### src/rtl/cs_threshold_trainer.sv
`default_nettype none
// ============================================================================
// cs_threshold_trainer : averages a quiet-channel magnitude window and derives
// the carrier-sense detection threshold (avg + avg>>MARGIN_SHIFT + OFFSET).
// Revision: 1.0
// ============================================================================
module cs_threshold_trainer #(
  parameter int          MAG_WIDTH      = 16,
  parameter int          LOG2_N         = 8,
  parameter int          SETTLE_SAMPLES = 4,
  parameter int          MARGIN_SHIFT   = 1,
  parameter logic [31:0] OFFSET         = 32'd0,
  parameter logic [31:0] INIT_THRESHOLD = 32'd100
) (
  input  logic                 clk,
  input  logic                 rst_n,
  input  logic [MAG_WIDTH-1:0] mag_in,
  input  logic                 mag_valid,
  input  logic                 train_start,
  input  logic                 train_abort,
  output logic [31:0]          threshold_out,
  output logic                 threshold_changed,
  output logic                 threshold_valid,
  output logic                 busy,
  output logic [MAG_WIDTH-1:0] noise_avg
);

  localparam int c_ACC_W = MAG_WIDTH + LOG2_N;
  localparam int c_CNT_W = (LOG2_N + 1 > 8) ? LOG2_N + 1 : 8;

  localparam logic [c_CNT_W-1:0] c_ACC_LAST    = c_CNT_W'((1 << LOG2_N) - 1);
  localparam logic [c_CNT_W-1:0] c_SETTLE_LAST = c_CNT_W'(SETTLE_SAMPLES - 1);

  localparam logic [2:0] c_IDLE   = 3'd0;
  localparam logic [2:0] c_SETTLE = 3'd1;
  localparam logic [2:0] c_ACCUM  = 3'd2;
  localparam logic [2:0] c_CALC   = 3'd3;
  localparam logic [2:0] c_UPDATE = 3'd4;

  logic [2:0]           state_q, state_d;
  logic [c_ACC_W-1:0]   acc_q, acc_d;
  logic [c_CNT_W-1:0]   cnt_q, cnt_d;
  logic [31:0]          threshold_q;
  logic                 changed_q;
  logic                 valid_q;
  logic                 busy_q;
  logic [MAG_WIDTH-1:0] avg_q;

  logic [32:0]          w_sum;
  logic                 w_calc_fire;
  logic                 w_update_fire;

  // 33-bit sum so that the carry out flags saturation
  assign w_sum = 33'(avg_q) + 33'(avg_q >> MARGIN_SHIFT) + 33'(OFFSET);

  assign w_calc_fire   = (state_q == c_CALC)   && !train_abort;
  assign w_update_fire = (state_q == c_UPDATE) && !train_abort;

  always_comb begin
    state_d = state_q;
    acc_d   = acc_q;
    cnt_d   = cnt_q;
    if (train_abort) begin
      state_d = c_IDLE;
      acc_d   = '0;
      cnt_d   = '0;
    end else begin
      case (state_q)
        c_IDLE: begin
          if (train_start) begin
            acc_d   = '0;
            cnt_d   = '0;
            state_d = (SETTLE_SAMPLES == 0) ? c_ACCUM : c_SETTLE;
          end
        end
        c_SETTLE: begin
          if (mag_valid) begin
            if (cnt_q == c_SETTLE_LAST) begin
              cnt_d   = '0;
              state_d = c_ACCUM;
            end else begin
              cnt_d = cnt_q + c_CNT_W'(1);
            end
          end
        end
        c_ACCUM: begin
          if (mag_valid) begin
            acc_d = acc_q + c_ACC_W'(mag_in);
            if (cnt_q == c_ACC_LAST) begin
              cnt_d   = '0;
              state_d = c_CALC;
            end else begin
              cnt_d = cnt_q + c_CNT_W'(1);
            end
          end
        end
        c_CALC:   state_d = c_UPDATE;
        c_UPDATE: state_d = c_IDLE;
        default:  state_d = c_IDLE;
      endcase
    end
  end

  always_ff @(posedge clk or negedge rst_n) begin
    if (!rst_n) begin
      state_q     <= c_IDLE;
      acc_q       <= '0;
      cnt_q       <= '0;
      threshold_q <= INIT_THRESHOLD;
      changed_q   <= 1'b0;
      valid_q     <= 1'b0;
      busy_q      <= 1'b0;
      avg_q       <= '0;
    end else begin
      state_q   <= state_d;
      acc_q     <= acc_d;
      cnt_q     <= cnt_d;
      busy_q    <= (state_d != c_IDLE);
      changed_q <= w_update_fire;
      if (w_calc_fire) begin
        avg_q <= MAG_WIDTH'(acc_q >> LOG2_N);
      end
      if (w_update_fire) begin
        threshold_q <= w_sum[32] ? 32'hFFFF_FFFF : w_sum[31:0];
        valid_q     <= 1'b1;
      end
    end
  end

  assign threshold_out     = threshold_q;
  assign threshold_changed = changed_q;
  assign threshold_valid   = valid_q;
  assign busy              = busy_q;
  assign noise_avg         = avg_q;

endmodule
`default_nettype wire

### config.mk
export PLATFORM = sky130hd
export DESIGN_NAME = cs_threshold_trainer
export DESIGN_NICKNAME = d
export VERILOG_FILES = /design/src/rtl/cs_threshold_trainer.sv
export SDC_FILE = /design/constraint.sdc
export NUM_CORES = 1
export LEC_CHECK = 0
export CORE_MARGIN = 5
export CORE_UTILIZATION = 40
export CTS_BUF_LIST = sky130_fd_sc_hd__clkbuf_4 sky130_fd_sc_hd__clkbuf_8
export CTS_CLUSTER_DIAMETER = 30
export CTS_CLUSTER_SIZE = 24
export DETAILED_ROUTE_END_ITERATION = 12
export HOLD_SLACK_MARGIN = 0.06
export SETUP_SLACK_MARGIN = 0.3
export SYNTH_ARGS = -nofsm -noshare
export SYNTH_HDL_FRONTEND = slang
export SYNTH_SLANG_ARGS = --single-unit
### constraint.sdc
create_clock -name clk -period 3.7 [get_ports clk]
set_clock_uncertainty 0.15 [all_clocks]
set_input_delay 1.11 -clock clk [delete_from_list [all_inputs] [get_ports clk]]
set_output_delay 1.11 -clock clk [all_outputs]
set_load 0.05 [all_outputs]
# Word-level counts from Yosys, hierarchy flattened
# Index checks and enable logic that the tools add are counted.
[totals]
mem_bits_ro = 0
ram_bits = 0
ff_bits = 87
inputBits = 21
mem_count = 0
latchBits = 0
[classes]
n_reduce_logical = 9
div = 0
n_mux = 19
shifts = 0
n_eq_ne = 9
magnitude_cmp = 0
multipliers = 0
bitwise = 0
n_addsub = 3
[ops]
columns = ["operator", "n"]
rows = [
  ["24-bit two-way mux", 3],
  ["9-bit two-way mux", 6],
  ["24-bit one-hot mux with 2 select lines", 1],
  ["32-bit two-way mux", 1],
  ["9-bit one-hot mux with 3 select lines", 1],
  ["24-bit by 16-bit adder with 24-bit output", 1],
  ["3-bit two-way mux", 6],
  ["16-bit by 15-bit adder with 17-bit output", 1],
  ["3-bit one-hot mux with 4 select lines", 1],
  ["9-bit by 1-bit adder with 9-bit output (second input constant)", 1],
  ["9-bit by 2-bit == test with 1-bit output (second input constant)", 1],
  ["9-bit by 8-bit == test with 1-bit output (second input constant)", 1],
  ["3-bit inequality test (second input constant)", 3],
  ["3-bit by 2-bit == test with 1-bit output (second input constant)", 2],
  ["3-bit nonzero test", 2],
  ["4-bit AND reduction", 1],
  ["4-bit nonzero test", 1],
  ["3-bit by 1-bit == test with 1-bit output (second input constant)", 1],
  ["3-bit == test (second input constant)", 1],
  ["3-bit logical NOT", 1],
  ["3-bit AND reduction", 1],
  ["1-bit logical AND", 2],
  ["1-bit logical NOT", 1],
]

# Logic depth before layout (Yosys ltp)
# Gate-level depths: netlist of the first run.
[depth]
depth_word = 6
mapped_depth = 11
depth_no_buf = 11

# Least setup slack after synthesis of the first run
# Ideal clock, no wire load.
[synth_timing]
kind = "in2reg"
startpoint = "input mag_in[0]"
endpoint = "register acc_q[14]"
setup_ns = 0.083
setup_slack_ns = 0.483
t_arrival_ns = 2.984
cell_stages = 9
n_path_buf = 0
cell_sequence = "ha_1 fa_1 a211oi_1 o21bai_1 nand3_1 a21oi_2 or3b_2 xnor2_1 o21ai_0"
[synth_between]
elab_chain_len = 4
[synth_lines]
columns = ["element", "line", "rtl"]
rows = [
  ["start, declared", "17", "input logic [MAG_WIDTH-1:0] mag_in,"],
  ["24-bit by 16-bit adder with 24-bit output", "88", "acc_d = acc_q + c_ACC_W'(mag_in);"],
  ["24-bit two-way mux", "87", "if (mag_valid) begin"],
  ["24-bit one-hot mux with 2 select lines", "68", "case (state_q)"],
  ["24-bit two-way mux", "63", "if (train_abort) begin"],
  ["end signal, assigned", "107", "acc_q <= '0;"],
  ["end signal, assigned", "116", "acc_q <= acc_d;"],
  ["end, declared", "41", "logic [c_ACC_W-1:0] acc_q, acc_d;"],
]
# No other way between the ends. The select of a mux whose other input is x is not followed.
# A chain may end at the register's enable or synchronous reset.

# Worst setup path after layout of the first run
[layout_timing]
startpoint = "input mag_in[13]"
endpoint = "register acc_q[20]"
# Same word-level chain as after synthesis.

==> impl_metrics.ini, run 1 <==
[run_status]
status = finished, final reports clean

[floorplan]
die_height_um = 119
die-width_um = 119
fp.dieArea_um2 = 14100
core_um2 = 11500
core.rowCount = 39
initial_utilization_pct = 41.1
top_level_ports = 72

[timing]
grt_setup_unrepaired = false
finalCritPeriodShare_pct = 89.3
finalHoldWorstSlack_ps = 314
slew_headroom_pct = 25.6
final_period_minus_worst_setup_slack_ps = 3300
worst_slack_ps = 396
final_max_slew_viol_count = 0
fmax_mhz = 303
report.final.hold_viol_count = 0
tns_ps = 0
worst_slew_pin_slew_ps = 1110
setup_violations = 0

[layout]
layout-drive-gt1-share_pct = 12.6
synthToLayoutAreaGrowth_pct = 20.1
fin_nets = 633
finalInstanceArea_um2 = 5680
num_antenna_cells = 0
fillCellCount = 1113

[grt]
first_pass_grt_wire_length_um = 18200
grt_pass1_vias = 3844
busiest_layer = met2
global_route.usage.met2_pct = 25.2
globalRouteMet3Util_pct = 2.96
grt_max_degree = 73
combined_global_route_utilization_of_all_metal_layers_pct = 15.5
global_route_track_usage_on_met1_pct = 20.0
grt_overflow = 0
number_of_antenna_violations_at_the_first_check_in_global_routing = 0

[critical_path]
critical_path_class = in2reg
cp_data_arrival_time_ps = 3400
crit_required_ps = 3790
r2r.worst_path.cells = 9
critical_path_peak_fanout = 5
startpoint_type = primary input
worstSetupStartpoint = mag_in[13]
timing.rr.end = threshold_out[16]
regToRegStartpoint = noise_avg[1]
cp_capture_type = flip-flop
crit_end = acc_q[20]
ff2ff_setup_slack_ps = 1040

[place]
placement.setup.worst_slack_ps = -42.0
port-buffer-count = 56
cell_area_placed_um2 = 5470
place_congestion = 0.836
dp_hpwl_um = 8050

[synth]
synth-main-ff-cell = sky130_fd_sc_hd__dfrtp_1
synth.top_cell.area_share_pct = 36.5
ys_async_sr_fraction_pct = 100
synth_largest_area_cell = sky130_fd_sc_hd__dfrtp_1
post_synthesis_sequential_element_count = 72
yosysSeqAreaShare_pct = 38.2
ys_top_cells_by_area = sky130_fd_sc_hd__dfrtp_1 (37%), sky130_fd_sc_hd__ha_1 (9.5%), sky130_fd_sc_hd__o21ai_0 (5.6%)
yosys_warnings = 0
synth_area_um2 = 4730
postSynthCellCount = 508
post_synth_num_cell_types = 62
cell_with_the_most_instances_after_synthesis = sky130_fd_sc_hd__dfrtp_1
synth.top_cells.by_count = sky130_fd_sc_hd__dfrtp_1 (69), sky130_fd_sc_hd__nand2_1 (62), sky130_fd_sc_hd__o21ai_0 (53), sky130_fd_sc_hd__ha_1 (36), sky130_fd_sc_hd__a21oi_1 (33)
synth_enable_flop_cells = 0
synthesis.area_per_instance_um2 = 9.31

[clocking]
cts_max_level = 3
clk_path_buf_depth = 2
clock_sink_count = 72
clk_root_buffer_cell = sky130_fd_sc_hd__clkbuf_8
tritoncts = done
cts_inserted_buffers = 9
worst_skew_pair.late_latency_ps = 350
clk_transition_reported_paths_ps = 70

[power]
leakage_nw = 2.63
pwr_density_cell_nw_per_um2 = 271
irDropWorstVdd_mv = 0.136

[detailed_routing]
via_per_inst = 5.33
drc = 0
totalWireLength_um = 10700
detailroute.via_count = 3851
wl_per_cell_um = 14.8
drt_pre_antenna_iters = 5
postRouteAntennaNets = 0
detailedRoute.firstIterationViolations = 208

[hold_path]
worst_hold_path_type = reg2reg

[run]
maxCapViolCount = 0
## metal layers
metal / vias to the layer above / wire [um]
li1: 1938 / -
met1: 1805 / 5080
met2: 91 / 4900
met3: 17 / 497
met4: 0 / 207
met5: - / 0
## per-stage QoR
step	power, mW	instances	util [%]
floorplan	0.909	522	-
global placement	0.955	706	47.5
detailed placement	0.957	706	47.5
CTS	1.56	722	49.1
global route	1.60	722	49.3
finish	1.54	722	49.3
## state kept, by name, summed over array words and instances, names as in the netlist
register	count
acc_q	24
state_q	3
threshold_changed	1
busy	1
noise_avg	16
threshold_out	17
cnt_q	9
threshold_valid	1
## placed cells by master, fill, tap and decap left out, drive strengths merged, types with 6 or more instances in the layout
master / synthesis / routed
dfrtp: 69 / 69
nand2: 62 / 62
o21ai: 61 / 61
clkdlybuf4s50: 0 / 55
ha: 36 / 36
a21oi: 35 / 35
nor2: 18 / 18
buf: 18 / 18
mux2: 15 / 15
conb: 1 / 15
clkbuf: 14 / 15
nand3: 14 / 14
inv: 14 / 14
xor2: 14 / 14
and3: 12 / 12
xnor2: 11 / 11
nor2b: 10 / 10
nand2b: 9 / 9
a21o: 8 / 8
o21bai: 7 / 7
a22o: 6 / 6
## timing repair
action / in CTS / in global routing
gates resized for setup: 0 / 6
endpoints found under the setup margin: 0 / 6
hold buffers: 0 / 0
setup buffers: 0 / 0
## cells by family (layout without fill, tap and decap cells)
group	count (synthesis)	after routing	share of synthesized area (%)
muxes	17	17	3.99
buffers and inverters	46	103	5.05
other	1	15	0.0793
adders and majority gates	38	38	10.4
DFF	72	72	38.2
and+or+nand+nor	152	152	16.1
xor gates and xnor gates	25	25	4.63
AOI/OAI and AO/OA	157	157	21.6
## power by group
| part | switching, mW | total (mW) | internal, mW |
|---|---|---|---|
| Clock | 0.286 | 0.596 | 0.310 |
| Sequential | 0.00364 | 0.793 | 0.790 |
| Combinational | 0.101 | 0.148 | 0.0468 |
| Total | 0.391 | 1.54 | 1.15 |
## worst max-delay path, stage by stage
cell	delay, ps
sky130_fd_sc_hd__clkdlybuf4s50_1	430
sky130_fd_sc_hd__ha_1	380
sky130_fd_sc_hd__nand2_1	110
sky130_fd_sc_hd__o21ai_0	310
sky130_fd_sc_hd__a21oi_1	120
sky130_fd_sc_hd__nor2b_1	230
sky130_fd_sc_hd__a311oi_1	80
sky130_fd_sc_hd__buf_4	170
sky130_fd_sc_hd__o31a_1	270
sky130_fd_sc_hd__o21a_1	190
## final cells by class
| cell class | instances | area, um2 | area share, % |
|---|---|---|---|
| clock buffer | 15 | 181 | 3.20 |
| multi-input combinational | 404 | 2760 | 48.6 |
| tap | 143 | 179 | 3.15 |
| sequential | 72 | 1810 | 31.8 |
| timing repair buffer | 73 | 696 | 12.3 |
| clock inverter | 1 | 5.00 | 0.0881 |
| inverter | 14 | 52.6 | 0.926 |
## worst min-delay path by stage
| stage | start | endpoint | cells past startpoint |
|---|---|---|---|
| global route | threshold_out[5] | threshold_out[5] | 2 |
| global placement | threshold_valid | threshold_valid | 1 |
| CTS | threshold_valid | threshold_valid | 1 |
| finish | threshold_valid | threshold_valid | 1 |
| floorplan | acc_q[2] | acc_q[2] | 2 |
| detailed placement | threshold_valid | threshold_valid | 1 |
Power figures use the tool's default switching activity.
==> inputs of run 2 (changes only) <==
- clock period: 3.7 -> 2.8 ns (I/O delays scaled with it)
==> run 2 against run 1 <==
Worst setup slack worse by 140 ps. Register-to-register slack worse by 720 ps. Combinational power is 76% higher. Count of clock-buffer cells in the layout is 3 lower. Non-clock buffer count is 61 higher. Flip-flop and latch count stayed put. Utilization is 8.4 points higher. Worst hold slack worse by 69 ps. Cell count is 8.4% higher. Power is 55% higher.
==> impl_metrics.ini, run 2 (same netlist as run 1, synthesis figures left out) <==
[grt]
first_pass_grt_wire_length_um = 19600
grt_overflow = 0
grt_max_degree = 49
number_of_antenna_violations_at_the_first_check_in_global_routing = 0
combined_global_route_utilization_of_all_metal_layers_pct = 16.8
grt_pass1_vias = 4112

[timing]
worst_slack_ps = 257
setup_violations = 0
final_period_minus_worst_setup_slack_ps = 2540
grt_setup_unrepaired = true
worst_slew_pin_slew_ps = 513
finalCritPeriodShare_pct = 90.8
final_max_slew_viol_count = 0
tns_ps = 0
slew_headroom_pct = 65.9
report.final.hold_viol_count = 0
fmax_mhz = 393

[clocking]
tritoncts = done
clk_root_buffer_cell = sky130_fd_sc_hd__clkbuf_8
clock_sink_count = 72
clk_transition_reported_paths_ps = 80
cts_inserted_buffers = 9
cts_max_level = 3
clk_path_buf_depth = 2
worst_skew_pair.late_latency_ps = 360

[floorplan]
core.rowCount = 39
die_height_um = 119
top_level_ports = 72
initial_utilization_pct = 41.1
core_um2 = 11500
die-width_um = 119
fp.dieArea_um2 = 14100

[detailed_routing]
via_per_inst = 5.32
wl_per_cell_um = 15.3
detailed_routed_wire_length_on_met2_um = 5970
totalWireLength_um = 12000
postRouteAntennaNets = 0
highest_layer = met4
routed-wl-met3_um = 474
drt_pre_antenna_iters = 4
routedLengthMet1_um = 5280
drc = 0
detailedRoute.firstIterationViolations = 150
detailroute.via_count = 4162

[layout]
layout-drive-gt1-share_pct = 31.9
flip_flop_count_of_the_largest_register_all_copies_and_words_added = 24
largest-register = acc_q
finalInstanceArea_um2 = 6640
mostFrequentLayoutCells = sky130_fd_sc_hd__buf_4 (71), sky130_fd_sc_hd__dfrtp_1 (67), sky130_fd_sc_hd__nand2_1 (56)
layout.core_utilization_pct = 57.7
num_antenna_cells = 0
mostFrequentLayoutCell = sky130_fd_sc_hd__buf_4
fin_nets = 694
synthToLayoutAreaGrowth_pct = 40.5

[critical_path]
crit_required_ps = 2880
critical_path_peak_fanout = 4
cp_capture_type = flip-flop
critical_path_class = in2reg
startpoint_type = primary input
cp_data_arrival_time_ps = 2630

[power]
irDropWorstVdd_mv = 0.226
leakage_nw = 3.19
pwr_density_cell_nw_per_um2 = 359
p_total_mw = 2.39

[place]
placement.setup.worst_slack_ps = -560
dp_hpwl_um = 8620
cell_area_placed_um2 = 5940
place_congestion = 0.827
port-buffer-count = 56

[run_status]
status = finished, final reports clean

[run]
maxCapViolCount = 0

[hold_path]
worst_hold_path_type = in2async
run 2: cell count changes in the layout (fill, tap and decap cells not counted), sizes merged:
cell and change:
buf +64, bufinv +3, dlygate4sd2 +38, clkdlybuf4s50 -51, clkbuf +2, dlymetal6s2s +2, clkdlybuf4s15 +3
run 2: cell type report:
cell class	instances	area, um2
fill	989	4870
multi-input combinational	404	3230
clock buffer	12	165
clock inverter	4	98.8
timing repair buffer	134	1110
inverter	14	52.6
tap	143	179
sequential	72	1810
run 2: worst max-delay path, cell delays in order:
cell and delay (ps):
sky130_fd_sc_hd__buf_6 100, sky130_fd_sc_hd__ha_4 150, sky130_fd_sc_hd__fa_2 370, sky130_fd_sc_hd__a211oi_4 250, sky130_fd_sc_hd__o21bai_2 140, sky130_fd_sc_hd__nand3_4 90, sky130_fd_sc_hd__a21oi_4 80, sky130_fd_sc_hd__buf_6 120
sky130_fd_sc_hd__a311o_1 280, sky130_fd_sc_hd__a21oi_2 150, sky130_fd_sc_hd__a31oi_1 60
run 2: power by group:
| part | switching (mW) | internal (mW) | leakage (nW) | total [mW] |
|---|---|---|---|---|
| clock | 0.413 | 0.667 | 0.133 | 1.08 |
| combinational | 0.159 | 0.102 | 2.07 | 0.261 |
| sequential | 0.00396 | 1.04 | 0.983 | 1.05 |
| total | 0.576 | 1.81 | 3.19 | 2.39 |
run 2: path summary, 6_finish.rpt:
check / start / to / slack, ps / depth (start not counted)
worst max register to register: noise_avg[1] / threshold_out[13] / 320 / 9
min in group clk: threshold_valid / threshold_valid / 320 / 1
max in group asynchronous: rst_n / cnt_q[3] / 1450 / 3
worst max-delay path: mag_in[0] / acc_q[16] / 260 / 11
worst min-delay path: rst_n / threshold_out[13] / 250 / 1
worst min register to register: threshold_valid / threshold_valid / 320 / 1
run 2: timing repair:
item | CTS | global route
setup buffers | 12 | 10
pin swaps | 42 | 36
hold buffers | 0 | 0
setup endpoints to repair | 62 | 26
gates resized for setup | 93 | 53
run 2: per-stage QoR:
stage / hold WS (ps) / std cells
2_1_floorplan: 304 / 522
3_3_place_gp: 300 / 745
3_5_place_dp: 306 / 745
4_1_cts: 238 / 773
5_1_grt: 265 / 783
6_report: 245 / 783
run 2: routing by layer:
layer | global-route usage (%) | vias up
met2 | 28.9 | 77
met3 | 3.44 | 19
li1 | - | 2058
met5 | 0 | -
met1 | 20.4 | 2008
met4 | 7.24 | 0
